<file path="src/rtl/retry_phy_reinit_ctrl_pkg.sv">
// ============================================================================
// Module   : retry_pkg
// Brief    : Shared state encoding and default limits for the PHY reinit
//            controller.
// Revision : 1.0 - initial release
// ============================================================================
`default_nettype none

package retry_pkg;

  // Controller states
  typedef enum logic [1:0] {
    ST_IDLE      = 2'd0,
    ST_REQ       = 2'd1,
    ST_WAIT_DONE = 2'd2,
    ST_LINK_FAIL = 2'd3
  } state_t;

  // Number of reinit attempts allowed before declaring link failure
  localparam logic [4:0]  DEFAULT_MAX_NUM_PHY_REINIT    = 5'd10;
  // Watchdog limit while waiting for reinit completion
  localparam logic [15:0] DEFAULT_REINIT_TIMEOUT_CYCLES = 16'd4096;

endpackage

`default_nettype wire

</file>
<file path="src/rtl/retry_phy_reinit_ctrl_if.sv">
// ============================================================================
// Module   : retry_phy_reinit_ctrl_if
// Brief    : Request/handshake bundle between retry logic, PHY and the
//            reinit controller.
// Revision : 1.0 - initial release
// ============================================================================
`default_nettype none

interface retry_phy_reinit_ctrl_if;
  logic       i_retry_limit_reached;
  logic [4:0] i_retry_num_phy_reinit;
  logic       i_phy_reinit_ack;
  logic       i_phy_reinit_done;
  logic       o_phy_reinit_req;
  logic       o_num_phy_reinit_inc_en;
  logic       o_num_retry_reset;
  logic       o_link_failure;
  logic       o_busy;

  // Environment side: drives requests/handshakes, observes controller outputs
  modport master (
    output i_retry_limit_reached, i_retry_num_phy_reinit,
           i_phy_reinit_ack, i_phy_reinit_done,
    input  o_phy_reinit_req, o_num_phy_reinit_inc_en,
           o_num_retry_reset, o_link_failure, o_busy
  );

  // Controller side
  modport slave (
    input  i_retry_limit_reached, i_retry_num_phy_reinit,
           i_phy_reinit_ack, i_phy_reinit_done,
    output o_phy_reinit_req, o_num_phy_reinit_inc_en,
           o_num_retry_reset, o_link_failure, o_busy
  );
endinterface

`default_nettype wire

</file>
<file path="src/rtl/phy_reinit_timer.sv">
// ============================================================================
// Module   : phy_reinit_timer
// Brief    : Watchdog counter; flags expiry after LIMIT enabled cycles
//            since the last clear.
// Revision : 1.0 - initial release
// ============================================================================
`default_nettype none

module phy_reinit_timer #(
  parameter logic [15:0] LIMIT = 16'd4096
) (
  input  logic i_clk,
  input  logic i_rst,
  input  logic clear,
  input  logic enable,
  output logic expired
);

  logic [15:0] r_count;

  // Expiry is seen during the LIMIT-th enabled cycle so the owner can act
  // on the following edge.
  assign expired = enable && (r_count == (LIMIT - 16'd1));

  // Count enabled cycles; clear has priority and saturates at expiry
  always_ff @(posedge i_clk) begin
    if (i_rst || clear) begin
      r_count <= 16'd0;
    end else if (enable && !expired) begin
      r_count <= r_count + 16'd1;
    end
  end

endmodule

`default_nettype wire

</file>
<file path="src/rtl/retry_phy_reinit_ctrl.sv">
// ============================================================================
// Module   : retry_phy_reinit_ctrl
// Brief    : Issues PHY reinit requests when the local retry limit is hit,
//            tracks attempts and declares sticky link failure once the
//            attempt budget is exhausted.
// Options  : PHY_REINIT_TIMEOUT_EN - adds a WAIT_DONE watchdog that retries
//            (or fails) when the PHY never reports completion.
// Revision : 1.0 - initial release
// ============================================================================
`default_nettype none

module retry_phy_reinit_ctrl
  import retry_pkg::*;
#(
  parameter logic [4:0]  MAX_NUM_PHY_REINIT    = DEFAULT_MAX_NUM_PHY_REINIT,
  parameter logic [15:0] REINIT_TIMEOUT_CYCLES = DEFAULT_REINIT_TIMEOUT_CYCLES
) (
  input logic                     i_clk,
  input logic                     i_rst,
  retry_phy_reinit_ctrl_if.slave  bus
);

  state_t r_state;
  state_t w_next_state;
  logic   w_budget_spent;
  logic   w_inc_en;
  logic   w_retry_reset;
  logic   r_phy_reinit_req;
  logic   r_inc_en;
  logic   r_retry_reset;
  logic   r_link_failure;
  logic   r_busy;

  // Unsigned 5-bit compare on the live attempt count
  assign w_budget_spent = (bus.i_retry_num_phy_reinit >= MAX_NUM_PHY_REINIT);

`ifdef PHY_REINIT_TIMEOUT_EN
  logic w_wd_expired;

  // Watchdog runs only in WAIT_DONE and is held clear everywhere else,
  // so each WAIT_DONE entry starts from zero.
  phy_reinit_timer #(
    .LIMIT (REINIT_TIMEOUT_CYCLES)
  ) u_timer (
    .i_clk   (i_clk),
    .i_rst   (i_rst),
    .clear   (r_state != ST_WAIT_DONE),
    .enable  (r_state == ST_WAIT_DONE),
    .expired (w_wd_expired)
  );
`else
  logic w_unused_timeout;
  assign w_unused_timeout = ^REINIT_TIMEOUT_CYCLES;
`endif

  // State register
  always_ff @(posedge i_clk) begin
    if (i_rst) begin
      r_state <= ST_IDLE;
    end else begin
      r_state <= w_next_state;
    end
  end

  // Next-state decode and pulse requests; inputs outside their state are ignored
  always_comb begin
    w_next_state  = r_state;
    w_inc_en      = 1'b0;
    w_retry_reset = 1'b0;
    case (r_state)
      ST_IDLE: begin
        if (bus.i_retry_limit_reached) begin
          w_next_state = w_budget_spent ? ST_LINK_FAIL : ST_REQ;
        end
      end
      ST_REQ: begin
        // A simultaneous done is not consumed here
        if (bus.i_phy_reinit_ack) begin
          w_next_state = ST_WAIT_DONE;
          w_inc_en     = 1'b1;
        end
      end
      ST_WAIT_DONE: begin
        if (bus.i_phy_reinit_done) begin
          w_next_state  = ST_IDLE;
          w_retry_reset = 1'b1;
        end
`ifdef PHY_REINIT_TIMEOUT_EN
        else if (w_wd_expired) begin
          w_next_state = w_budget_spent ? ST_LINK_FAIL : ST_REQ;
        end
`endif
      end
      ST_LINK_FAIL: begin
        w_next_state = ST_LINK_FAIL;
      end
      default: begin
        w_next_state = ST_IDLE;
      end
    endcase
  end

  // Outputs registered from the next state so they line up with the state change
  always_ff @(posedge i_clk) begin
    if (i_rst) begin
      r_phy_reinit_req <= 1'b0;
      r_inc_en         <= 1'b0;
      r_retry_reset    <= 1'b0;
      r_link_failure   <= 1'b0;
      r_busy           <= 1'b0;
    end else begin
      r_phy_reinit_req <= (w_next_state == ST_REQ);
      r_inc_en         <= w_inc_en;
      r_retry_reset    <= w_retry_reset;
      r_link_failure   <= (w_next_state == ST_LINK_FAIL);
      r_busy           <= (w_next_state != ST_IDLE);
    end
  end

  assign bus.o_phy_reinit_req        = r_phy_reinit_req;
  assign bus.o_num_phy_reinit_inc_en = r_inc_en;
  assign bus.o_num_retry_reset       = r_retry_reset;
  assign bus.o_link_failure          = r_link_failure;
  assign bus.o_busy                  = r_busy;

endmodule

`default_nettype wire

</file>
<file path="src/flat_wrapper.sv">
// flat-port wrapper written by rule: the top's interface ports become plain ports
module retry_phy_reinit_ctrl_flat import retry_pkg::*;
#(
  parameter logic [4:0]  MAX_NUM_PHY_REINIT    = DEFAULT_MAX_NUM_PHY_REINIT,
  parameter logic [15:0] REINIT_TIMEOUT_CYCLES = DEFAULT_REINIT_TIMEOUT_CYCLES
)
  (i_clk, i_rst, bus_i_retry_limit_reached, bus_i_retry_num_phy_reinit, bus_i_phy_reinit_ack, bus_i_phy_reinit_done, bus_o_phy_reinit_req, bus_o_num_phy_reinit_inc_en, bus_o_num_retry_reset, bus_o_link_failure, bus_o_busy);
  retry_phy_reinit_ctrl_if bus_i ();
  input logic i_clk;
  input logic i_rst;
  input wire logic [$bits(bus_i.i_retry_limit_reached)-1:0] bus_i_retry_limit_reached;
  input wire logic [$bits(bus_i.i_retry_num_phy_reinit)-1:0] bus_i_retry_num_phy_reinit;
  input wire logic [$bits(bus_i.i_phy_reinit_ack)-1:0] bus_i_phy_reinit_ack;
  input wire logic [$bits(bus_i.i_phy_reinit_done)-1:0] bus_i_phy_reinit_done;
  output wire logic [$bits(bus_i.o_phy_reinit_req)-1:0] bus_o_phy_reinit_req;
  output wire logic [$bits(bus_i.o_num_phy_reinit_inc_en)-1:0] bus_o_num_phy_reinit_inc_en;
  output wire logic [$bits(bus_i.o_num_retry_reset)-1:0] bus_o_num_retry_reset;
  output wire logic [$bits(bus_i.o_link_failure)-1:0] bus_o_link_failure;
  output wire logic [$bits(bus_i.o_busy)-1:0] bus_o_busy;
  assign bus_i.i_retry_limit_reached = bus_i_retry_limit_reached;
  assign bus_i.i_retry_num_phy_reinit = bus_i_retry_num_phy_reinit;
  assign bus_i.i_phy_reinit_ack = bus_i_phy_reinit_ack;
  assign bus_i.i_phy_reinit_done = bus_i_phy_reinit_done;
  assign bus_o_phy_reinit_req = bus_i.o_phy_reinit_req;
  assign bus_o_num_phy_reinit_inc_en = bus_i.o_num_phy_reinit_inc_en;
  assign bus_o_num_retry_reset = bus_i.o_num_retry_reset;
  assign bus_o_link_failure = bus_i.o_link_failure;
  assign bus_o_busy = bus_i.o_busy;
  retry_phy_reinit_ctrl #(.MAX_NUM_PHY_REINIT(MAX_NUM_PHY_REINIT), .REINIT_TIMEOUT_CYCLES(REINIT_TIMEOUT_CYCLES)) u_core (.i_clk(i_clk), .i_rst(i_rst), .bus(bus_i));
endmodule
</file>
<file path="config.mk">
export PLATFORM = sky130hd
export DESIGN_NAME = retry_phy_reinit_ctrl_flat
export DESIGN_NICKNAME = d
export VERILOG_FILES = /design/src/rtl/retry_phy_reinit_ctrl_pkg.sv /design/src/rtl/retry_phy_reinit_ctrl_if.sv /design/src/rtl/phy_reinit_timer.sv /design/src/rtl/retry_phy_reinit_ctrl.sv /design/src/flat_wrapper.sv
export SDC_FILE = /design/constraint.sdc
export NUM_CORES = 1
export LEC_CHECK = 0
export CAP_MARGIN = 20
export CORE_AREA = 10 10 47 49
export DETAILED_ROUTE_END_ITERATION = 8
export DIE_AREA = 0 0 57 59
export MAX_ROUTING_LAYER = met4
export PLACE_DENSITY_LB_ADDON = 0.1
export SLEW_MARGIN = 20
export SYNTH_ARGS = -nofsm -noshare
export SYNTH_HDL_FRONTEND = slang
export SYNTH_HIERARCHICAL = 1
export SYNTH_SLANG_ARGS = --single-unit
export TNS_END_PERCENT = 50
</file>
<file path="constraint.sdc">
create_clock -name i_clk -period 1.2 [get_ports i_clk]
set_input_delay 0.3 -clock i_clk [delete_from_list [all_inputs] [get_ports i_clk]]
set_output_delay 0.3 -clock i_clk [all_outputs]
set_load 0.05 [all_outputs]
</file>
==> impl_metrics.json, run 1 <==
{
  "fin_skew_ns": 0.00355,
  "hold_slack_ns": 0.419,
  "p_sw_frac": 0.275,
  "crit_required_ns": 1.34,
  "p_comb_frac": 0.269,
  "rsz0062_at_grt": "false",
  "num-fill-cells": 144,
  "critPathCaptureType": "flop",
  "postCtsSetupBuffers": 0,
  "power.internal_mw": 0.480,
  "drive_gt1_frac": 0.370,
  "cts.clk_slew.worst_paths_ns": 0.05,
  "seq_area_frac_synth": 0.536,
  "synth_largest_area_cell": "dfxtp_1",
  "fp.dieArea_mm2": 0.00336,
  "power.leakage_nw": 0.217,
  "slew_violations": 0,
  "start_kind": "input pin",
  "avgViaCountPerCell": 4.24,
  "netlist.area_leader.share": 0.536,
  "drt-initial-drc-count": 2,
  "mostFrequentLayoutCells": "clkdlybuf4s50_1 (7), dfxtp_1 (6), buf_12 (5)",
  "switchingPower_mw": 0.182,
  "period_share": 0.942,
  "dp.cells": 58,
  "synth_warnings": 6,
  "die_h_um": 59,
  "synth-seq-cells": 7,
  "hold_class": "input pin to flop",
  "numCtsBuffers": 3,
  "setup-tns-final_ns": 0,
  "synth_cells": 26,
  "synth.area.top_cells": "dfxtp_1 (54%), a21oi_1 (5.7%), and4bb_1 (4.8%)",
  "crit_type": "input pin to flop",
  "cp_data_arrival_time_ns": 1.27,
  "cts_hold_buf": 0,
  "clock_latency_ns": 0.25,
  "core_mm2": 0.00140,
  "layout_commonest_cell": "clkdlybuf4s50_1",
  "core.rowCount": 14,
  "synth_area_um2": 262,
  "grt_pass1_wl_mm": 1.18,
  "grt-ovfl-total": 0,
  "gp_congestion": 0.812,
  "pwr-share-clk": 0.313,
  "first_global_vias": 293,
  "drt.antenna.violating_nets": 0,
  "cp_max_fo": 2,
  "place_ws_ns": -0.263,
  "r2r_slack_ns": 0.12,
  "seqPwrFrac": 0.418,
  "syn-num-nets": 36,
  "cts_tree": "built",
  "max_slew_margin": 0.811,
  "drtPass1Iterations": 3,
  "pin_count": 15,
  "nets": 57,
  "synth_cell_types": 15,
  "port_buffers": 13,
  "max_freq_ghz": 0.885,
  "drc": 0,
  "hold_viol": 0,
  "worstMarginPinSlew_ns": 0.280,
  "cts_root_buf": "clkbuf_4",
  "area_delta_synth_final_pct": 100,
  "die_w_um": 57,
  "cts_buffer_depth": 2,
  "maxCapViolations": 0,
  "fin_cells": 62,
  "antenna_found_initial": 0,
  "track_usage": 0.0497,
  "routed_wirelength_um": 717,
  "grt_max_degree": 8,
  "vdd_drop_max_mv": 0.580,
  "detailed_place_hpwl_um": 646,
  "avgRoutedWirePerCell_um": 11.6,
  "start_util": 0.187,
  "num_antenna_cells": 0,
  "fin_area_um2": 524,
  "h-tree-depth": 1,
  "dr_total_vias": 263,
  "pwr_density_cell_mw_per_mm2": 1260,
  "status": "complete, no violations",
  "period_minus_slack_ns": 1.13,
  "syn_avg_cell_area_um2": 10.1,
  "setup_viol": 0,
  "dpl-instance-area_um2": 484,
  "cts_resized": 0,
  "cts_sinks": 7,
  "setup_ws_ns": 0.0701
}
==> final timing paths <==
kind	cells past startpoint	to	startpoint
hold / removal	3	u_core/bus.o_busy$_SDFF_PP0_	bus_i_retry_limit_reached
hold reg to reg	2	u_core/bus.o_num_phy_reinit_inc_en$_SDFF_PP0_	u_core/r_state[0]$_SDFF_PP0_
setup reg to reg	3	u_core/bus.o_phy_reinit_req$_SDFF_PP0_	u_core/r_state[1]$_SDFF_PP0_
setup / recovery	4	u_core/bus.o_phy_reinit_req$_SDFF_PP0_	bus_i_phy_reinit_ack
==> power groups by stage <==
stage / registers, mW / logic, mW / clock network [mW]
after floorplan: 0.310 / 0.0399 / 0
after global placement: 0.277 / 0.173 / 0
after detailed placement: 0.279 / 0.176 / 0
after CTS: 0.274 / 0.176 / 0.223
after global routing: 0.280 / 0.189 / 0.236
final: 0.277 / 0.178 / 0.207
==> kinds of logic after synthesis <==
| kind of cell | count (synthesis) | synth area share |
|---|---|---|
| AOI/OAI and AO/OA | 9 | 0.211 |
| and+or+nand+nor | 8 | 0.225 |
| DFF | 7 | 0.536 |
| buffers and inverters | 2 | 0.0287 |
==> cell usage after synthesis <==
library cell  number
nand2_1            2
o21a_1             1
o21ai_1            1
nor4b_1            1
dfxtp_1            7
and4bb_1           1
a21o_2             1
nor2_1             1
nand2b_2           1
a21oi_1            3
a21oi_2            1
nor3_1             1
nor3b_2            1
o21ai_0            2
inv_1              2
==> metal layers <==
metal  track usage  up-vias  share of wire
li1              -      131              -
met1        0.0320      122           0.36
met2        0.0884        8           0.57
met3        0.0408        2          0.066
met4        0.0302        0         0.0084
met5             -        -              0
==> layout make-up <==
class / instances / area (um^2) / area share
timing repair buffer: 16 / 205 / 0.391
sequential: 7 / 141 / 0.270
multi-input combinational: 17 / 124 / 0.236
clock buffer: 4 / 26.3 / 0.0501
tap: 16 / 20.0 / 0.0382
inverter: 2 / 7.51 / 0.0143
==> state kept, by name (all words and copies together) (netlist names) <==
name / flops
u_core/bus.o_num_phy_reinit_inc_en: 1
u_core/bus.o_phy_reinit_req: 1
u_core/bus.o_link_failure: 1
u_core/bus.o_busy: 1
u_core/bus.o_num_retry_reset: 1
u_core/r_state: 2
==> critical path: stages <==
cell	delay, ns
clkdlybuf4s50_1	0.50
nand2b_2	0.08
a21oi_2	0.16
and4bb_1	0.22
==> per-stage QoR <==
| step | util | total power [mW] |
|---|---|---|
| final | 0.374 | 0.662 |
| after global placement | 0.346 | 0.451 |
| after detailed placement | 0.346 | 0.455 |
| after CTS | 0.364 | 0.673 |
| after floorplan | - | 0.350 |
| after global routing | 0.374 | 0.705 |
Note: power is estimated with default switching activity, not from simulation.
==> run 2: changes to the inputs <==
DONT_BUFFER_PORTS = 1   (was default)
==> run 2 against run 1 <==
  * Routed wire length shrank 12%
  * First-iteration DRC count shrank 100%
  * Non-clock buffer count shrank 11
  * Critical path depth shrank 1
  * Combinational power shrank 40%
  * Core utilization shrank 13 points
  * Sequential power shrank 4%
  * Critical path type is now flop to flop
==> impl_metrics.json, run 2 (synthesized netlist as in run 1, its figures left out) <==
{
  "status": "complete, no violations",
  "setup_viol": 0,
  "crit_path_top_delay_cell": "dfxtp_1",
  "r2r_cells": 3,
  "fin_area_um2": 345,
  "cts_buffer_depth": 2,
  "startpoint": "u_core/r_state[0]$_SDFF_PP0_",
  "min_from": "i_rst",
  "grt_pass1_wl_um": 959,
  "max_stage_delay_ns": 0.37,
  "antenna_found_initial": 0,
  "postCtsSetupBuffers": 0,
  "start_kind": "flop",
  "layout_commonest_cell": "dfxtp_1",
  "max_freq_ghz": 0.934,
  "maxCapViolations": 0,
  "pwr_density_cell_mw_per_mm2": 1660,
  "setup_ws_ns": 0.130,
  "routed_wirelength_um": 634,
  "r2r_slack_ns": 0.13,
  "hold_viol": 0,
  "vdd_drop_max_mv": 0.492,
  "core_mm2": 0.00140,
  "critPathCaptureType": "flop",
  "max_slew_margin": 0.826,
  "drt-initial-drc-count": 0,
  "crit_required_ns": 1.33,
  "start_util": 0.187,
  "path_cells": "nor3b_2 > o21ai_1 > and4bb_1",
  "cp_top_family": "simple AND/OR/NAND/NOR gates",
  "num-fill-cells": 164,
  "worstMarginPinSlew_ns": 0.260,
  "grt-ovfl-total": 0,
  "avgViaCountPerCell": 4.22,
  "drtPass1Iterations": 1,
  "r2r-start": "u_core/r_state[0]$_SDFF_PP0_",
  "slew_violations": 0,
  "multi_input_area_um2": 114,
  "largest-register": "u_core/r_state",
  "port_buffers": 0,
  "crit_type": "flop to flop",
  "cts_tree": "built",
  "clock_latency_ns": 0.24,
  "numCtsBuffers": 3,
  "power.leakage_nw": 0.144,
  "cts.clk_slew.worst_paths_ns": 0.05,
  "dpl-instance-area_um2": 319,
  "holdPathEnd": "u_core/r_state[1]$_SDFF_PP0_",
  "period_share": 0.892,
  "area_delta_synth_final_pct": 32.1,
  "rsz0062_at_grt": "false",
  "regArea_um2": 140,
  "drc": 0,
  "cp_data_arrival_time_ns": 1.20,
  "min_path_cells": 1,
  "nets": 46,
  "fp.dieArea_mm2": 0.00336,
  "dr_total_vias": 215,
  "grt_max_degree": 8,
  "hold_class": "input pin to flop",
  "cp_max_fo": 7,
  "die_w_um": 57,
  "path_buf_inv": 0,
  "cts_resized": 0,
  "mostFrequentLayoutCells": "dfxtp_1 (7), buf_4 (5), clkbuf_4 (3), a21oi_1 (3)",
  "track_usage": 0.0423,
  "fin_skew_ns": 0.00301,
  "num_antenna_cells": 0,
  "first_global_vias": 221,
  "core.rowCount": 14,
  "period_minus_slack_ns": 1.07,
  "place_ws_ns": 0.127,
  "avgRoutedWirePerCell_um": 12.4,
  "pin_count": 15,
  "h-tree-depth": 1,
  "cts_root_buf": "clkbuf_4",
  "setup-tns-final_ns": 0,
  "cts_sinks": 7,
  "largest_reg_flops": 2,
  "gp_congestion": 0.728,
  "drt.antenna.violating_nets": 0,
  "die_h_um": 59,
  "drive_gt1_frac": 0.343,
  "cts_hold_buf": 0,
  "r2r_end": "u_core/bus.o_phy_reinit_req$_SDFF_PP0_"
}
[run 2: cell types whose count changed in the layout (fill, tap and decap cells not counted)]
cell	previous run	this run
o21ai_2	1	0
dfxtp_1	6	7
buf_12	5	0
buf_4	3	5
nor3b_4	1	0
dlymetal6s2s_1	1	0
nor3b_2	0	1
clkdlybuf4s50_1	7	0
dfxtp_2	1	0
o21ai_1	0	1
[run 2: layout make-up]
type,instances,area share
inverter,2,0.0217
tap,16,0.0580
multi-input combinational,17,0.330
clock buffer,4,0.0761
timing repair buffer,5,0.109
sequential,7,0.406
[run 2: how the worst max path moves through the flow]
| stage | slack (ns) | cells after the start | end |
|---|---|---|---|
| 2_1_floorplan | 0.22 | 3 | u_core/bus.o_phy_reinit_req$_SDFF_PP0_ |
| 3_3_place_gp | 0.14 | 3 | u_core/bus.o_phy_reinit_req$_SDFF_PP0_ |
| 3_5_place_dp | 0.13 | 3 | u_core/bus.o_phy_reinit_req$_SDFF_PP0_ |
| 4_1_cts | 0.12 | 3 | u_core/bus.o_phy_reinit_req$_SDFF_PP0_ |
| 5_1_grt | 0.07 | 3 | u_core/bus.o_phy_reinit_req$_SDFF_PP0_ |
| 6_report | 0.13 | 3 | u_core/bus.o_phy_reinit_req$_SDFF_PP0_ |
[run 2: power breakdown]
group          total, mW  switching [mW]  internal (mW)
sequential         0.267          0.0154          0.252
combinational      0.106          0.0658         0.0397
clock              0.202          0.0758          0.126
[run 2: stage by stage]
step                power (mW)  instances  hold slack, ns   util
finish                   0.575         51           0.123  0.246
global route             0.624         51          0.0921  0.246
CTS                      0.591         51           0.111  0.246
detailed placement       0.379         47           0.373  0.228
global placement         0.378         47           0.372  0.228
floorplan                0.350         26           0.369      -
[run 2: metal layers]
layer | GRT usage | vias up | routed length (um)
li1 | - | 112 | -
met1 | 0.0238 | 95 | 192
met2 | 0.0698 | 8 | 356
met3 | 0.0579 | 0 | 85
met4 | 0.0101 | 0 | 0
met5 | - | - | 0
[run 2: worst register-to-register path: cells and delay by family, from the launching register on]
kind,cells,cell delay [ns]
AO/OA/AOI/OAI,1,0.14
AND/OR/NAND/NOR,2,0.45
flip-flops,1,0.37
==> run 3: changes to the inputs <==
TNS_END_PERCENT = 5   (was 50)
==> results of run 3 <==
Final layout, timing and power as in run 2 (identical DEF).
